`config.mk`:
```
export PLATFORM = sky130hd
export DESIGN_NAME = ebpc_enc_arbiter
export DESIGN_NICKNAME = d
export VERILOG_FILES = /design/src/rtl/ebpc_pkg.sv /design/src/rtl/ebpc_rr_pick.sv /design/src/rtl/ebpc_enc_arbiter.sv
export SDC_FILE = /design/constraint.sdc
export NUM_CORES = 1
export LEC_CHECK = 0
export CORE_MARGIN = 8
export CORE_UTILIZATION = 50
export CTS_CLUSTER_DIAMETER = 40
export DETAILED_ROUTE_END_ITERATION = 10
export GPL_TIMING_DRIVEN = 1
export PLACE_DENSITY = 0.91
export SKIP_CTS_REPAIR_TIMING = 1
export SLEW_MARGIN = 5
export SYNTH_ARGS = -nofsm -noshare
export SYNTH_HDL_FRONTEND = slang
export SYNTH_SLANG_ARGS = --single-unit
export TNS_END_PERCENT = 1
```
`constraint.sdc`:
```
create_clock -name clk_i -period 7 [get_ports clk_i]
set_input_delay 0.7 -clock clk_i [delete_from_list [all_inputs] [get_ports clk_i]]
set_output_delay 0.7 -clock clk_i [all_outputs]
set_load 0.05 [all_outputs]
```
`src/rtl/ebpc_pkg.sv`:
```
// Shared types and helpers for the EBPC encoder datapath and its stream arbiters.
package ebpc_pkg;

  localparam int unsigned DATA_W  = 16;
  localparam int unsigned MAX_REQ = 32;
  localparam int unsigned PTR_W   = $clog2(MAX_REQ);

  typedef enum logic [1:0] {
    IDLE,
    STREAM,
    DRAIN
  } arb_state_t;

  // First set bit of vld[0..n-1] searching upward from ptr with wrap; ptr when none set.
  function automatic int unsigned rr_pick(input logic [MAX_REQ-1:0] vld,
                                          input int unsigned        ptr,
                                          input int unsigned        n);
    int unsigned cand;
    int unsigned res;
    logic        found;
    res   = ptr;
    found = 1'b0;
    for (int unsigned k = 0; k < MAX_REQ; k++) begin
      cand = ptr + k;
      if (cand >= n) cand = cand - n;
      if (k < n && !found && vld[cand[PTR_W-1:0]]) begin
        res   = cand;
        found = 1'b1;
      end
    end
    return res;
  endfunction

endpackage

```
`src/rtl/ebpc_rr_pick.sv`:
```
// Combinational N-way rotating priority encoder.
module ebpc_rr_pick
  import ebpc_pkg::*;
#(
  parameter  int unsigned N     = 4,
  localparam int unsigned IDX_W = $clog2(N)
) (
  input  logic [N-1:0]     vld,
  input  logic [IDX_W-1:0] ptr,
  output logic [IDX_W-1:0] idx,
  output logic             any
);

  logic [MAX_REQ-1:0] vld_ext;

  assign vld_ext = MAX_REQ'(vld);
  assign idx     = IDX_W'(rr_pick(vld_ext, 32'(ptr), N));
  assign any     = |vld;

endmodule

```
`src/rtl/ebpc_enc_arbiter.sv`:
```
// Stream-granular round-robin arbiter sharing one ebpc_encoder between N_REQ streams.
module ebpc_enc_arbiter
  import ebpc_pkg::*;
#(
  parameter  int unsigned N_REQ = 4,
  parameter  int unsigned CNT_W = 24,
  localparam int unsigned IDX_W = $clog2(N_REQ)
) (
  input  logic                          clk_i,
  input  logic                          rst_ni,
  input  logic [N_REQ-1:0][DATA_W-1:0]  req_data_i,
  input  logic [N_REQ-1:0]              req_last_i,
  input  logic [N_REQ-1:0]              req_vld_i,
  output logic [N_REQ-1:0]              req_rdy_o,
  output logic [DATA_W-1:0]             enc_data_o,
  output logic                          enc_last_o,
  output logic                          enc_vld_o,
  input  logic                          enc_rdy_i,
  input  logic                          enc_idle_i,
  output logic [IDX_W-1:0]              grant_o,
  output logic                          grant_vld_o,
  output logic                          done_o,
  output logic [IDX_W-1:0]              done_id_o,
  output logic [CNT_W-1:0]              done_beats_o
);

  arb_state_t       state_q;
  logic [IDX_W-1:0] rr_ptr_q;
  logic [IDX_W-1:0] grant_q;
  logic [IDX_W-1:0] done_id_q;
  logic [IDX_W-1:0] pick_idx;
  logic [IDX_W-1:0] rr_next;
  logic [CNT_W-1:0] beats_q;
  logic [CNT_W-1:0] done_beats_q;
  logic             drain_guard_q;
  logic             pick_any;
  logic             hs;

  ebpc_rr_pick #(.N(N_REQ)) u_rr_pick (
    .vld (req_vld_i),
    .ptr (rr_ptr_q),
    .idx (pick_idx),
    .any (pick_any)
  );

  always_comb begin
    req_rdy_o  = '0;
    enc_data_o = '0;
    enc_last_o = 1'b0;
    enc_vld_o  = 1'b0;
    if (state_q == STREAM) begin
      enc_data_o         = req_data_i[grant_q];
      enc_last_o         = req_last_i[grant_q];
      enc_vld_o          = req_vld_i[grant_q];
      req_rdy_o[grant_q] = enc_rdy_i;
    end
  end

  assign hs          = enc_vld_o && enc_rdy_i;
  assign grant_o     = grant_q;
  assign grant_vld_o = (state_q != IDLE);
  assign done_o      = (state_q == DRAIN) && !drain_guard_q && enc_idle_i;
  // Record fields are live during the pulse and held afterwards.
  assign done_id_o    = done_o ? grant_q : done_id_q;
  assign done_beats_o = done_o ? beats_q : done_beats_q;
  assign rr_next      = (grant_q == IDX_W'(N_REQ - 1)) ? '0 : grant_q + IDX_W'(1);

  always_ff @(posedge clk_i or negedge rst_ni) begin
    if (!rst_ni) begin
      state_q       <= IDLE;
      rr_ptr_q      <= '0;
      grant_q       <= '0;
      beats_q       <= '0;
      drain_guard_q <= 1'b0;
      done_id_q     <= '0;
      done_beats_q  <= '0;
    end else begin
      case (state_q)
        IDLE: begin
          if (enc_idle_i && pick_any) begin
            grant_q <= pick_idx;
            beats_q <= '0;
            state_q <= STREAM;
          end
        end
        STREAM: begin
          if (hs) begin
            if (beats_q != '1) beats_q <= beats_q + CNT_W'(1);
            if (enc_last_o) begin
              state_q       <= DRAIN;
              drain_guard_q <= 1'b1;
            end
          end
        end
        DRAIN: begin
          // Encoder may still report idle right after taking the last beat.
          if (drain_guard_q) begin
            drain_guard_q <= 1'b0;
          end else if (enc_idle_i) begin
            rr_ptr_q     <= rr_next;
            done_id_q    <= grant_q;
            done_beats_q <= beats_q;
            state_q      <= IDLE;
          end
        end
        default: state_q <= IDLE;
      endcase
    end
  end

endmodule
```
Word level (Yosys, flattened, before mapping)
Index checks and enable logic that the tools add are counted.

Bits in registers: 57. Logic and storage cells: 107.

$add $sub $neg: 9. Order comparisons: 10. Equality and inequality tests: 10. Mux-type cells: 47. Bitwise gates (word level): 2. Reduce and logical (&&, ||, !) cells: 22.

Operator list (number): 32-bit by 3-bit >= comparator with 1-bit output (second input constant) (3); 24-bit 2-to-1 mux (4); 24-bit case mux with 2 select lines (1); 16-bit binary-select mux with 2-bit select (1); 16-bit 2-to-1 mux (2); 24-bit by 1-bit adder with 24-bit output (second input constant) (1); 5-bit by 6-bit less-than comparator with 1-bit output (second input constant) (4); 24-bit != test (second input constant) (1); 2-bit 2-to-1 mux (11); 1-bit binary-select mux with 5-bit select (4); 5-bit 2-to-1 mux (4); 1-bit 2-to-1 mux (14); 3-bit by 3-bit subtractor with 4-bit output (second input constant) (3); 2-bit != test (second input constant) (5); 1-bit logical AND (8); 2-bit by 2-bit adder with 3-bit output (second input constant) (2); 2-bit case mux with 3 select lines (1); 3-bit AND reduction (2); 2-bit nonzero test (3); 5-bit AND reduction (1); 4-bit AND (1); 1-bit binary-select mux with 2-bit select (2); 2-bit == test (second input constant) (2); 1-bit logical NOT (4); 16 further kinds (16).

Logic depth before layout (Yosys ltp)
Depth after elaboration: 14. Gate-level depth with buffers: 8.

By module
From an unflattened synthesis, not the netlist that was laid out.

Cell total of the unflattened synthesis: 350. Area total of the unflattened synthesis: 3871.2 sq um.

By module, submodules not included: ebpc_enc_arbiter (times used 1, cells an instance 321, area an instance 3572.2 sq um, sequential area each 1426.4 sq um); ebpc_rr_pick (times used 1, cells an instance 29, area an instance 299.0 sq um, sequential area each 0.0 sq um).

Worst setup path before layout
No wires, ideal clock.

Kind: input port to output port. From: input port enc_idle_i. To: output port done_beats_o[16]. Arrival time: 2.205 ns. Data required time: 6.300 ns. Slack: 4.095 ns. Stages: 5. Path buffers: 2. Path through: nor2b_1 > nor3b_1 > buf_2 > buf_2 > mux2_2.

Word-level cells in the longest chain between the ends: 2.

Ends and longest elaborated chain: start: declaration (RTL line ebpc_enc_arbiter.sv:19) `input logic enc_idle_i,`; 1-bit logical AND (RTL line ebpc_enc_arbiter.sv:62) `assign done_o = (state_q == DRAIN) && !drain_guard_q && enc_idle_i;`; named net done_o (RTL line ebpc_enc_arbiter.sv:22) `output logic done_o,`; 24-bit 2-to-1 mux (RTL line ebpc_enc_arbiter.sv:65) `assign done_beats_o = done_o ? beats_q : done_beats_q;`; end: declaration (RTL line ebpc_enc_arbiter.sv:24) `output logic [CNT_W-1:0] done_beats_o`.

The timed path passes the listed nets, and every way through them passes these cells.

Worst setup path after layout
From: register state_q[1]. To: output port done_beats_o[15].

Word-level cells in the longest chain between the ends: 4.

Ends and longest elaborated chain: start: declaration (RTL line ebpc_enc_arbiter.sv:27) `arb_state_t state_q;`; start signal: assignment (RTL line ebpc_enc_arbiter.sv:70) `state_q <= IDLE;`; start signal: assignment (RTL line ebpc_enc_arbiter.sv:83) `state_q <= STREAM;`; start signal: assignment (RTL line ebpc_enc_arbiter.sv:90) `state_q <= DRAIN;`; 2-bit == test (RTL line ebpc_enc_arbiter.sv:62); 1-bit logical AND (2 in a row) (RTL line ebpc_enc_arbiter.sv:62); 24-bit 2-to-1 mux (RTL line ebpc_enc_arbiter.sv:65).

No other way between the ends.

==> impl_metrics.env <==
export IMPL_status="finished, final reports clean"
export IMPL_port_buffers=127
export IMPL_grt_max_degree=58
export IMPL_clk_latency_ns=0.34
export IMPL_vias=3343
export IMPL_nFillCells=541
export IMPL_grt_pass1_vias=3475
export IMPL_rsz0062_at_grt="false"
export IMPL_hold_viol=0
export IMPL_drive_gt1_frac=0.221
export IMPL_ys_flop_type="dfrtp_1"
export IMPL_dp_slack_ns=3.24
export IMPL_drv_cap=0
export IMPL_drt_iter0_markers=142
export IMPL_p_total_mw=1.77
export IMPL_crit_family="buffers and inverters"
export IMPL_die_w_um=104
export IMPL_seq_area_frac_synth=0.372
export IMPL_initial_core_util=0.506
export IMPL_netlist_area_um2=3830
export IMPL_dieArea_um2=10700
export IMPL_cp_slowest_cell="dfrtp_1"
export IMPL_busiest_layer="met2"
export IMPL_fin_crit_ns=4.06
export IMPL_grt_overflow=0
export IMPL_clk_pin_slew_ns=0.06
export IMPL_syn_num_nets=433
export IMPL_drcViolationCount=0
export IMPL_stdcell_area_um2=5360
export IMPL_p_sw_mw=0.815
export IMPL_grtUsageTotal=0.201
export IMPL_antenna_found_initial=1
export IMPL_synth_avg_cell_area_um2=11.0
export IMPL_worst_pin_slew_ns=1.15
export IMPL_pwr_share_clk=0.164
export IMPL_crit_fanout=32
export IMPL_use_met1=0.226
export IMPL_grt_util_met2=0.354
export IMPL_hold_slack_ns=0.504
export IMPL_rows=32
export IMPL_fmax_ghz=0.246
export IMPL_path_cells="clkinv_1 > nor3b_2 > buf_4 > mux2_2 > clkdlybuf4s50_1"
export IMPL_ys_types=49
export IMPL_cts_htree_levels=3
export IMPL_final_nets=555
export IMPL_swShare=0.460
export IMPL_finalSetupTns_ns=0
export IMPL_cts_tree="done"
export IMPL_cp_start_kind="flip-flop"
export IMPL_yosysWarningCount=0
export IMPL_die_y_um=104
export IMPL_syn_to_final_growth_pct=40.0
export IMPL_io_pins=128
export IMPL_p_per_area_nw_per_um2=330
export IMPL_wl_per_cell_um=18.2
export IMPL_synth_edff_count=0
export IMPL_holdCritPathClass="flip-flop to flip-flop"
export IMPL_p_leak_nw=2.22
export IMPL_setup_viol=0
export IMPL_relSlewSlack=0.234
export IMPL_placed_area_um2=5160
export IMPL_synthCells=348
export IMPL_slew_viol_final=0
export IMPL_core_area_um2=7570
export IMPL_combPwrFrac=0.579
export IMPL_cp_data_arrival_time_ns=3.36
export IMPL_async_reset_ff_frac=1.00
export IMPL_numCtsBuffers=9
export IMPL_cts_root_buf="clkbuf_8"
export IMPL_internal_power_mw=0.957
export IMPL_grt_pass1_wl_um=17900
export IMPL_ant_nets=0
export IMPL_viasPerCell=5.77
export IMPL_slowest_delay_ns=0.79
export IMPL_gp_congestion=0.918
export IMPL_dr_pass1_iters=4
export IMPL_required_ns=6.30
export IMPL_cts_path_max_buffers=2
export IMPL_ir_worst_vdd_v=0.000159
export IMPL_setup_slack_ns=2.94
export IMPL_pwr_share_seq=0.256
export IMPL_cp_buffers_inverters=3
export IMPL_finalClockSkew_ns=0.00982
export IMPL_wl_um=10600
export IMPL_cp_end_kind="output pin"
export IMPL_clock_sinks=57
export IMPL_grt_use_met3=0.0620
export IMPL_crit_type="flip-flop to output pin"
export IMPL_period_share=0.580
export IMPL_synth_seq_cells=57
export IMPL_dpl_hpwl_um=8100
==> Yosys cell counts (2+ instances only) <==
cell type | number | area share
dfrtp_1 | 57 | 0.37
mux2_2 | 52 | 0.15
nand2_1 | 27 | 0.026
and2_1 | 20 | 0.033
mux4_2 | 20 | 0.12
a21oi_1 | 18 | 0.024
o21ai_0 | 13 | 0.017
clkbuf_1 | 12 | 0.012
and3_1 | 11 | 0.018
or4_1 | 11 | 0.022
o31ai_1 | 10 | 0.020
ha_1 | 9 | 0.029
nor2_1 | 8 | 0.0078
or3_1 | 7 | 0.011
inv_1 | 6 | 0.0059
nand3_1 | 6 | 0.0078
buf_2 | 5 | 0.0065
mux2i_1 | 5 | 0.013
nand4_1 | 5 | 0.0082
o21ai_1 | 4 | 0.0052
buf_6 | 3 | 0.0088
nor3_1 | 3 | 0.0039
nor4_1 | 3 | 0.0049
or2_2 | 3 | 0.0049
nand2b_1 | 2 | 0.0033
nor2b_1 | 2 | 0.0033
o211ai_1 | 2 | 0.0039
o22a_1 | 2 | 0.0046
o41ai_1 | 2 | 0.0046
==> cells in the final DEF (no fill, tap or decap), drive strengths merged, types with 2 or more instances in the layout <==
cell type	n
mux4	20
o211ai	3
clkbuf	14
or2	3
nor2b	2
nor4	3
and2	20
or3	7
clkinv	3
clkdlybuf4s50	126
diode	2
o21ai	17
nand4	5
mux2i	5
dfrtp	57
a21oi	19
and3	12
inv	6
mux2	52
or4	12
nor2	8
nor3	3
ha	9
nand2b	2
o41ai	2
o31ai	10
nand3	6
nand2	27
buf	6
o22a	2
==> registers in the layout, summed over array words and instances, names as in the netlist <==
name           cells
done_id_q          2
beats_q           24
done_beats_q      24
grant_o            2
state_q            2
rr_ptr_q           2
drain_guard_q      1
==> kinds of logic (layout without fill, tap and decap cells) <==
logic type               Yosys count  in the layout  synth area share
AO/OA/AOI/OAI                     59             59             0.101
buffers and inverters             28            155            0.0350
flip-flops                        57             57             0.372
multiplexers                      77             77             0.284
adder cells (fa/ha/maj)            9              9            0.0294
other                              0              2                 0
AND/OR/NAND/NOR                  116            116             0.174
XOR/XNOR                           2              2           0.00457
==> layer usage <==
metal / vias to the layer above / wire length [µm]
li1: 1569 / -
met1: 1629 / 4210
met2: 135 / 5510
met3: 10 / 700
met4: 0 / 127
met5: - / 0
==> final timing paths <==
path | startpoint | to | slack [ns] | cells after the start
worst max-delay path | state_q[1] | done_beats_o[15] | 2.94 | 5
worst min-delay path | done_beats_q[12] | done_beats_q[12] | 0.50 | 1
worst max register to register | state_q[1] | beats_q[9] | 4.27 | 5
worst min register to register | done_beats_q[12] | done_beats_q[12] | 0.50 | 1
max in group asynchronous | rst_ni | done_beats_q[17] | 6.04 | 2
min in group asynchronous | rst_ni | beats_q[4] | 0.51 | 2
==> power groups by stage <==
| stage | Clock, mW | Sequential, mW | Combinational [mW] |
|---|---|---|---|
| 6_report | 0.291 | 0.454 | 1.03 |
| 5_1_grt | 0.315 | 0.467 | 1.10 |
| 2_1_floorplan | 0 | 0.422 | 0.773 |
| 3_5_place_dp | 0 | 0.460 | 1.03 |
| 3_3_place_gp | 0 | 0.459 | 1.01 |
| 4_1_cts | 0.299 | 0.454 | 1.03 |
==> stage by stage <==
stage / util / instances
6_report: 0.708 / 579
3_5_place_dp: 0.682 / 561
5_1_grt: 0.708 / 579
2_1_floorplan: - / 348
4_1_cts: 0.708 / 577
3_3_place_gp: 0.682 / 561
==> final cells by class <==
cell class	count	area (µm²)	share of cell area
Multi-Input combinational cell	263	2280	0.425
Timing Repair Buffer	132	1300	0.243
Clock buffer	14	183	0.0341
Antenna cell	2	5.00	0.000933
Sequential cell	57	1430	0.266
Inverter	7	26.3	0.00490
Clock inverter	2	10.0	0.00187
Tap cell	102	128	0.0238
(Power assumes the default switching activity.)
